### config.mk
export PLATFORM = sky130hd
export DESIGN_NAME = instr_loader
export DESIGN_NICKNAME = d
export VERILOG_FILES = /design/src/rtl/instr_loader_pkg.sv /design/src/rtl/instr_loader_byte_packer.sv /design/src/rtl/instr_loader.sv
export SDC_FILE = /design/constraint.sdc
export NUM_CORES = 1
export LEC_CHECK = 0
export CAP_MARGIN = 15
export CELL_PAD_IN_SITES_DETAIL_PLACEMENT = 1
export CELL_PAD_IN_SITES_GLOBAL_PLACEMENT = 2
export CORE_MARGIN = 5
export CORE_UTILIZATION = 31
export CTS_BUF_LIST = sky130_fd_sc_hd__clkbuf_16
export CTS_CLUSTER_DIAMETER = 40
export DETAILED_ROUTE_END_ITERATION = 16
export PLACE_DENSITY = 0.85
export SLEW_MARGIN = 20
export SYNTH_ARGS = -nofsm -noshare
export SYNTH_HDL_FRONTEND = slang
export SYNTH_SLANG_ARGS = --single-unit
### constraint.sdc
create_clock -name CLK -period 3.9 [get_ports CLK]
set_clock_uncertainty 0.1 [all_clocks]
set_input_delay 0.39 -clock CLK [delete_from_list [all_inputs] [get_ports CLK]]
set_output_delay 0.39 -clock CLK [all_outputs]
set_load 0.05 [all_outputs]
### src/rtl/instr_loader_pkg.sv
// Shared definitions for the instruction loader: FSM state encoding
// and default values for the loader parameters.
package loader_pkg;

    typedef enum logic [2:0] {
        ST_IDLE  = 3'd0,
        ST_LEN0  = 3'd1,
        ST_LEN1  = 3'd2,
        ST_DATA  = 3'd3,
        ST_WRITE = 3'd4,
        ST_DONE  = 3'd5,
        ST_ERROR = 3'd6
    } state_e;

    localparam logic [63:0] DEF_BASE_ADDR = 64'd0;
    localparam logic [15:0] DEF_MAX_WORDS = 16'd1024;
    localparam logic [15:0] DEF_TIMEOUT   = 16'd1000;

endpackage

### src/rtl/instr_loader_byte_packer.sv
// Packs incoming bytes little-endian into a 32-bit word.
// Ports: clk_i, rst_ni, clr_i (drop partial word), shift_i (byte in),
//        byte_i, word_o (packed word), last_o (4th byte this cycle).
module byte_packer (
    input  logic        clk_i,
    input  logic        rst_ni,
    input  logic        clr_i,
    input  logic        shift_i,
    input  logic [7:0]  byte_i,
    output logic [31:0] word_o,
    output logic        last_o
);

    logic [31:0] word_q, word_d;
    logic [1:0]  idx_q, idx_d;

    // New bytes enter at the top, so the first byte ends in [7:0].
    always_comb begin
        word_d = word_q;
        idx_d  = idx_q;
        if (clr_i) begin
            word_d = '0;
            idx_d  = '0;
        end else if (shift_i) begin
            word_d = {byte_i, word_q[31:8]};
            idx_d  = idx_q + 2'd1;
        end
    end

    always_ff @(posedge clk_i or negedge rst_ni) begin
        if (!rst_ni) begin
            word_q <= '0;
            idx_q  <= '0;
        end else begin
            word_q <= word_d;
            idx_q  <= idx_d;
        end
    end

    assign word_o = word_q;
    assign last_o = shift_i && (idx_q == 2'd3);

endmodule

### src/rtl/instr_loader.sv
// Streams a length-prefixed byte program into instruction memory.
// Ports: CLK, RST (async low), START, BYTE_IN/BYTE_VALID/BYTE_READY,
//        WADDRESS/DATAIN/WR (memory write), CORE_RST, BUSY, DONE, ERR,
//        WORDS_WRITTEN.
module instr_loader
    import loader_pkg::*;
#(
    parameter logic [63:0] BASE_ADDR = DEF_BASE_ADDR,
    parameter logic [15:0] MAX_WORDS = DEF_MAX_WORDS,
    parameter logic [15:0] TIMEOUT   = DEF_TIMEOUT
) (
    input  logic        CLK,
    input  logic        RST,
    input  logic        START,
    input  logic [7:0]  BYTE_IN,
    input  logic        BYTE_VALID,
    output logic        BYTE_READY,
    output logic [63:0] WADDRESS,
    output logic [31:0] DATAIN,
    output logic        WR,
    output logic        CORE_RST,
    output logic        BUSY,
    output logic        DONE,
    output logic        ERR,
    output logic [15:0] WORDS_WRITTEN
);

    state_e      st_q, st_d;
    logic [15:0] len_q, len_d;
    logic [15:0] cnt_q, cnt_d;
    logic [15:0] to_q, to_d;
    logic [15:0] n_len;
    logic [15:0] cnt_inc;
    logic        accept;
    logic        restart;
    logic        to_hit;
    logic        pk_last;
    logic [31:0] pk_word;

    assign BYTE_READY = (st_q == ST_LEN0) || (st_q == ST_LEN1)
                     || (st_q == ST_DATA);
    assign accept  = BYTE_VALID && BYTE_READY;
    assign restart = START && ((st_q == ST_IDLE) || (st_q == ST_DONE)
                     || (st_q == ST_ERROR));
    assign n_len   = {BYTE_IN, len_q[7:0]};
    assign cnt_inc = cnt_q + 16'd1;
    // 17-bit compare so a counter at 16'hFFFF cannot wrap past the limit.
    assign to_hit  = ({1'b0, to_q} + 17'd1) >= {1'b0, TIMEOUT};

    byte_packer u_packer (
        .clk_i   (CLK),
        .rst_ni  (RST),
        .clr_i   (restart),
        .shift_i (accept && (st_q == ST_DATA)),
        .byte_i  (BYTE_IN),
        .word_o  (pk_word),
        .last_o  (pk_last)
    );

    always_comb begin
        st_d  = st_q;
        len_d = len_q;
        cnt_d = cnt_q;
        to_d  = '0;
        unique case (st_q)
            ST_IDLE, ST_DONE, ST_ERROR: begin
                if (START) begin
                    st_d  = ST_LEN0;
                    cnt_d = '0;
                    len_d = '0;
                end
            end
            ST_LEN0: begin
                if (accept) begin
                    len_d[7:0] = BYTE_IN;
                    st_d       = ST_LEN1;
                end
            end
            ST_LEN1: begin
                if (accept) begin
                    len_d = n_len;
                    if (n_len == 16'd0)
                        st_d = ST_DONE;
                    else if (n_len > MAX_WORDS)
                        st_d = ST_ERROR;
                    else
                        st_d = ST_DATA;
                end else if (to_hit) begin
                    st_d = ST_ERROR;
                end else begin
                    to_d = to_q + 16'd1;
                end
            end
            ST_DATA: begin
                if (accept) begin
                    if (pk_last)
                        st_d = ST_WRITE;
                end else if (to_hit) begin
                    st_d = ST_ERROR;
                end else begin
                    to_d = to_q + 16'd1;
                end
            end
            ST_WRITE: begin
                cnt_d = cnt_inc;
                st_d  = (cnt_inc == len_q) ? ST_DONE : ST_DATA;
            end
            default: st_d = ST_IDLE;
        endcase
    end

    always_ff @(posedge CLK or negedge RST) begin
        if (!RST) begin
            st_q  <= ST_IDLE;
            len_q <= '0;
            cnt_q <= '0;
            to_q  <= '0;
        end else begin
            st_q  <= st_d;
            len_q <= len_d;
            cnt_q <= cnt_d;
            to_q  <= to_d;
        end
    end

    assign WR       = (st_q == ST_WRITE);
    assign WADDRESS = WR ? (BASE_ADDR + {46'd0, cnt_q, 2'b00}) : 64'd0;
    assign DATAIN   = WR ? pk_word : 32'd0;
    assign CORE_RST = (st_q != ST_DONE);
    assign BUSY     = (st_q == ST_LEN0) || (st_q == ST_LEN1)
                   || (st_q == ST_DATA) || (st_q == ST_WRITE);
    assign DONE     = (st_q == ST_DONE);
    assign ERR      = (st_q == ST_ERROR);
    assign WORDS_WRITTEN = cnt_q;

endmodule

Yosys cells after proc, flatten, opt, wreduce, memory -nomap -nowiden
Cells that the tools add are included.
{"block": "classes", "n_lt_le_gt_ge": 2, "eq_ne": 13, "n_bitwise": 1, "muxes": 25, "reduce_logical": 21, "add_sub_neg": 4}
{"op": "32-bit two-way mux", "n": 3}
{"op": "16-bit two-way mux", "n": 5}
{"op": "16-bit by 1-bit adder with 16-bit output (second input constant)", "n": 2}
{"op": "16-bit case mux with 2 select lines", "n": 1}
{"op": "3-bit two-way mux", "n": 9}
{"op": "8-bit case mux with 3 select lines", "n": 1}
{"op": "18-bit two-way mux", "n": 1}
{"op": "16-bit by 1-bit adder with 17-bit output (second input constant)", "n": 1}
{"op": "17-bit by 10-bit >= comparator with 1-bit output (second input constant)", "n": 1}
{"op": "16-bit equality test", "n": 1}
{"op": "16-bit by 11-bit > comparator with 1-bit output (second input constant)", "n": 1}
{"op": "16-bit zero test", "n": 1}
{"op": "8-bit case mux with 2 select lines", "n": 1}
{"op": "3-bit case mux with 5 select lines", "n": 1}
{"op": "3-bit equality test (second input constant)", "n": 3}
{"op": "8-bit two-way mux", "n": 1}
{"op": "2-bit nonzero test", "n": 4}
{"op": "3-bit by 2-bit equality test with 1-bit output (second input constant)", "n": 2}
{"op": "2-bit != test (second input constant)", "n": 3}
{"op": "3-bit != test (second input constant)", "n": 2}
{"op": "3-bit AND reduction", "n": 2}
{"op": "1-bit logical OR", "n": 5}
{"op": "1-bit logical AND", "n": 4}
{"op": "2-bit two-way mux", "n": 2}
{"op": "9 further kinds", "n": 9}
{"block": "totals", "output_inout_bits": 118, "input_bits": 12, "reg_bits": 85}

Logic depth before layout (Yosys ltp)
{"block": "depth", "ltp_word": 9, "depth_mapped": 10, "mapped_depth_nobuf": 8}

Hierarchy
Synthesis repeated with hierarchy kept, for this count alone.
{"block": "unflattened", "hier_cells": 618, "area_unflattened_um2": 5411.4}
{"module": "instr_loader", "seq_area_each_um2": 1276.2, "area_each_um2": 3983.8, "instances": 1, "cells_each": 506}
{"module": "byte_packer", "seq_area_each_um2": 850.8, "area_each_um2": 1427.6, "instances": 1, "cells_each": 112}

Least setup slack after synthesis
No wires, ideal clock.
{"block": "synth_path", "path_type": "flip-flop to flip-flop", "start": "reg cnt_q[3] (netlist: WORDS_WRITTEN[3])", "end": "reg st_q[2]", "path_slack_ps": 813, "setup_time_ps": 80, "period_less_slack_ps": 3087, "n_path_buf": 1, "arrival_ps": 2907, "stages_incl_launch_ff": 9, "path_cell_list": "dfrtp_1 > buf_2 > nand3_1 > nor3_1 > nand4_1 > xnor2_1 > or4_1 > or4_1 > o211ai_2"}
{"block": "synth_between", "elab_chain_cells": 4}
{"item": "start: declaration", "line_no": "instr_loader.sv:30", "rtl": "logic [15:0] cnt_q, cnt_d;"}
{"item": "start signal: assignment", "line_no": "instr_loader.sv:121", "rtl": "cnt_q <= cnt_d;"}
{"item": "16-bit by 1-bit adder with 16-bit output", "line_no": "instr_loader.sv:46", "rtl": "assign cnt_inc = cnt_q + 16'd1;"}
{"item": "16-bit equality test", "line_no": "instr_loader.sv:106", "rtl": "st_d = (cnt_inc == len_q) ? ST_DONE : ST_DATA;"}
{"item": "3-bit two-way mux", "line_no": "instr_loader.sv:106"}
{"item": "3-bit case mux with 5 select lines", "line_no": "instr_loader.sv:65", "rtl": "unique case (st_q)"}
{"item": "end signal: assignment", "line_no": "instr_loader.sv:119", "rtl": "st_q <= st_d;"}
{"item": "end: declaration", "line_no": "instr_loader.sv:28", "rtl": "state_e st_q, st_d;"}
Every way passes these cells.
A chain may end at the register's enable or synchronous reset.

Worst setup path in the final report
{"block": "layout_path", "start": "reg st_q[0]", "end": "out DATAIN[28]"}
{"block": "layout_between", "elab_chain_cells": 2}
{"item": "3-bit equality test", "line_no": "instr_loader.sv:126", "rtl": "assign WR = (st_q == ST_WRITE);"}
{"item": "32-bit two-way mux", "line_no": "instr_loader.sv:128", "rtl": "assign DATAIN = WR ? pk_word : 32'd0;"}
{"item": "end: declaration", "line_no": "instr_loader.sv:19", "rtl": "output logic [31:0] DATAIN,"}
Every way passes these cells.

==> results.yml <==
status:
  status: "finished, final reports clean"
worst_setup_path:
  max_stage_delay_ns: 0.81
  reg2reg_depth: 8
  path_max_fanout: 34
  worstPathRequired_ns: 3.41
  worst_setup_path_start_kind: "flop"
  worstSetupPathType: "flop to output pin"
  crit_path_cell_trace: "nor2_2, buf_4, and3_1, clkdlybuf4s50_1"
  crit_arrival_ns: 3.14
  critPathSlowestCell: "clkdlybuf4s50_1"
  cp-end-kind: "output pin"
placed_design:
  place_congestion: 0.8501
  hpwl_mm: 11.25
  pre_cts_ws_ns: 0.6791
  io_buffers: 81
clocking:
  cts.sinks: 85
  hold_buffers: 0
  cts_buffer_depth: 2
  cts_buffers: 9
  clk_pin_slew_ns: 0.06
  htreeDepth: 3
  clock_latency_ns: 0.35
  postCtsSetupRepairBufs: 0
  cts_tree: "yes"
  cts_root_buf: "clkbuf_16"
  cts_resized: 0
logic_synthesis:
  synth_async_sr_flop_share_pct: 100.0
  yosys_warnings: 0
  yosysUniqueCellTypes: 47
  synthCells: 643
  synth_edf_count: 0
  ys_seq_elements: 85
  synthTopCellsByArea: "dfrtp_1, nand2_1, buf_4"
  synth_top_area_share_pct: 41.00
  ys_seq_area_share_pct: 41.00
  yosysTopAreaCell: "dfrtp_1"
  synth_flop_cell: "dfrtp_1"
  avgSynthCellArea_um2: 8.068
  synth_commonest_cells: "nand2_1, dfrtp_1, and3_1"
  mappedNetlistArea_mm2: 0.005187
  yosysMostFrequentCell: "nand2_1"
sta:
  maxSlewHeadroom_pct: 31.32
  worstMarginPinSlew_ns: 1.030
  hold_viol: 0
  min_period_ns: 3.635
  setup_violations: 0
  finalCritPeriodShare_pct: 93.19
  tns_ns: 0
  slew_violations: 0
  holdWs_ns: 0.04001
  fmax_mhz: 275.1
  setup_ws_ns: 0.2655
  rsz0062_at_grt: "false"
global_route:
  grt_pass1_vias: 4777
  antenna_found_initial: 0
  gr-total-overflow: 0
  grtUsageTotal_pct: 15.87
  grt_pass1_wl_mm: 25.45
  grt_max_degree: 62
drt:
  vias_per_cell: 4.995
  routed_wl_mm: 15.70
  postRouteAntennaNets: 0
  wl_per_cell_um: 16.73
  vias: 4685
  drc: 0
  drtIter0Drc: 229
  drt-pass1-iter-count: 4
final_layout:
  multi_input_area_mm2: 0.002659
  fin_nets: 729
  n_antenna_cell: 0
  drive_gt1_share_pct: 5.292
  syn_to_final_growth_pct: 23.37
  nFillCells: 1996
  register_area_mm2: 0.002127
pwr:
  peakVddDrop_v: 0.0002351
  p_per_area_mw_per_mm2: 610.8
  p_leak_nw: 2.822
die:
  start_util_pct: 31.39
  die_h_um: 139.4
  std_cell_rows: 47
  die_w_um: 139.4
  core_area_mm2: 0.01652
  io_pins: 130
  dieArea_mm2: 0.01942
hold_path:
  hp-class: "input pin to async pin"
run:
  cap_violations: 0
area by class of cell:
cell class,instances,area share [%]
clock buffer,9,3.519
clock inverter,7,1.916
inverter,28,1.642
multi-input combinational,498,41.54
sequential,85,33.24
tap,220,4.301
timing repair buffer,91,13.84
state kept, by name (all words and copies together), names as in the netlist:
signal,flops
len_q,16
WORDS_WRITTEN,16
st_q,3
u_packer.idx_q,2
to_q,16
u_packer.word_o,32
final timing paths:
| check | from | to | slack [ns] |
|---|---|---|---|
| min in group CLK | u_packer.word_o[3]$_DFFE_PN0P_ | u_packer.word_o[3]$_DFFE_PN0P_ | 0.42 |
| max reg2reg | to_q[0]$_DFF_PN0_ | st_q[0]$_DFFE_PN0P_ | 0.78 |
| min reg2reg | u_packer.word_o[3]$_DFFE_PN0P_ | u_packer.word_o[3]$_DFFE_PN0P_ | 0.42 |
| max | st_q[0]$_DFFE_PN0P_ | DATAIN[28] | 0.27 |
| min | RST | WORDS_WRITTEN[9]$_DFFE_PN0P_ | 0.04 |
| max in group asynchronous | RST | st_q[2]$_DFFE_PN0P_ | 2.82 |
per-layer routing:
metal  up-vias  wire, um  GRT usage [%]
met5         -         0              0
met4         0       191          4.943
met3        12       655          1.921
met2       101      7824          27.02
met1      2332      7027          21.11
li1       2240         -              -
critical path, delay by kind of cell, from the launching register on:
| family | cells | cell delay (ns) |
|---|---|---|
| buf+inv | 2 | 1.24 |
| simple gates | 2 | 0.94 |
| flops | 1 | 0.62 |
stage by stage:
step	instance area, um2	util, %	std cells	total power, mW
CTS	6394	38.69	938	3.932
detailed placement	6046	36.59	922	2.909
global placement	6046	36.59	922	2.848
floorplan	5386	-	696	2.432
finish	6400	38.73	938	3.909
global route	6400	38.73	938	4.151
cell families after synthesis:
| logic type | count (synthesis) | synth area share (%) |
|---|---|---|
| AND/OR/NAND/NOR | 284 | 26.87 |
| AO/OA/AOI/OAI | 118 | 12.74 |
| buffers and inverters | 113 | 11.79 |
| flip-flops | 85 | 41.00 |
| XOR/XNOR | 34 | 5.740 |
| adder cells (fa/ha/maj) | 4 | 0.9648 |
| multiplexers | 4 | 0.8201 |
| other | 1 | 0.07229 |
cell usage in the layout, fill, tap and decap left out, types with 2 or more instances in the layout:
cell type,count
or4_1,5
ha_1,4
nand3b_1,2
a211oi_1,2
nor2_2,2
and3_1,55
o31ai_1,4
or3_1,6
dfrtp_1,85
mux2i_1,2
nand2b_1,2
a32oi_1,2
nor2_1,42
nor4_1,5
o22ai_1,2
nor3_1,12
conb_1,54
and2_1,2
xnor2_1,23
a21oi_1,51
inv_1,29
nand2_1,98
nand4_1,10
clkdlybuf4s50_1,76
nand4b_1,4
a311oi_1,2
nand3_1,32
xor2_1,11
buf_4,14
nor2b_1,3
bufinv_16,3
clkbuf_16,9
mux2_2,2
o21ai_0,43
report_power, final:
part	switching, mW	internal [mW]	total (mW)
registers	0.259	1.09	1.34
clock network	0.376	0.632	1.01
logic	1.07	0.485	1.56
total	1.71	2.20	3.91
Power figures use the tool's default switching activity.
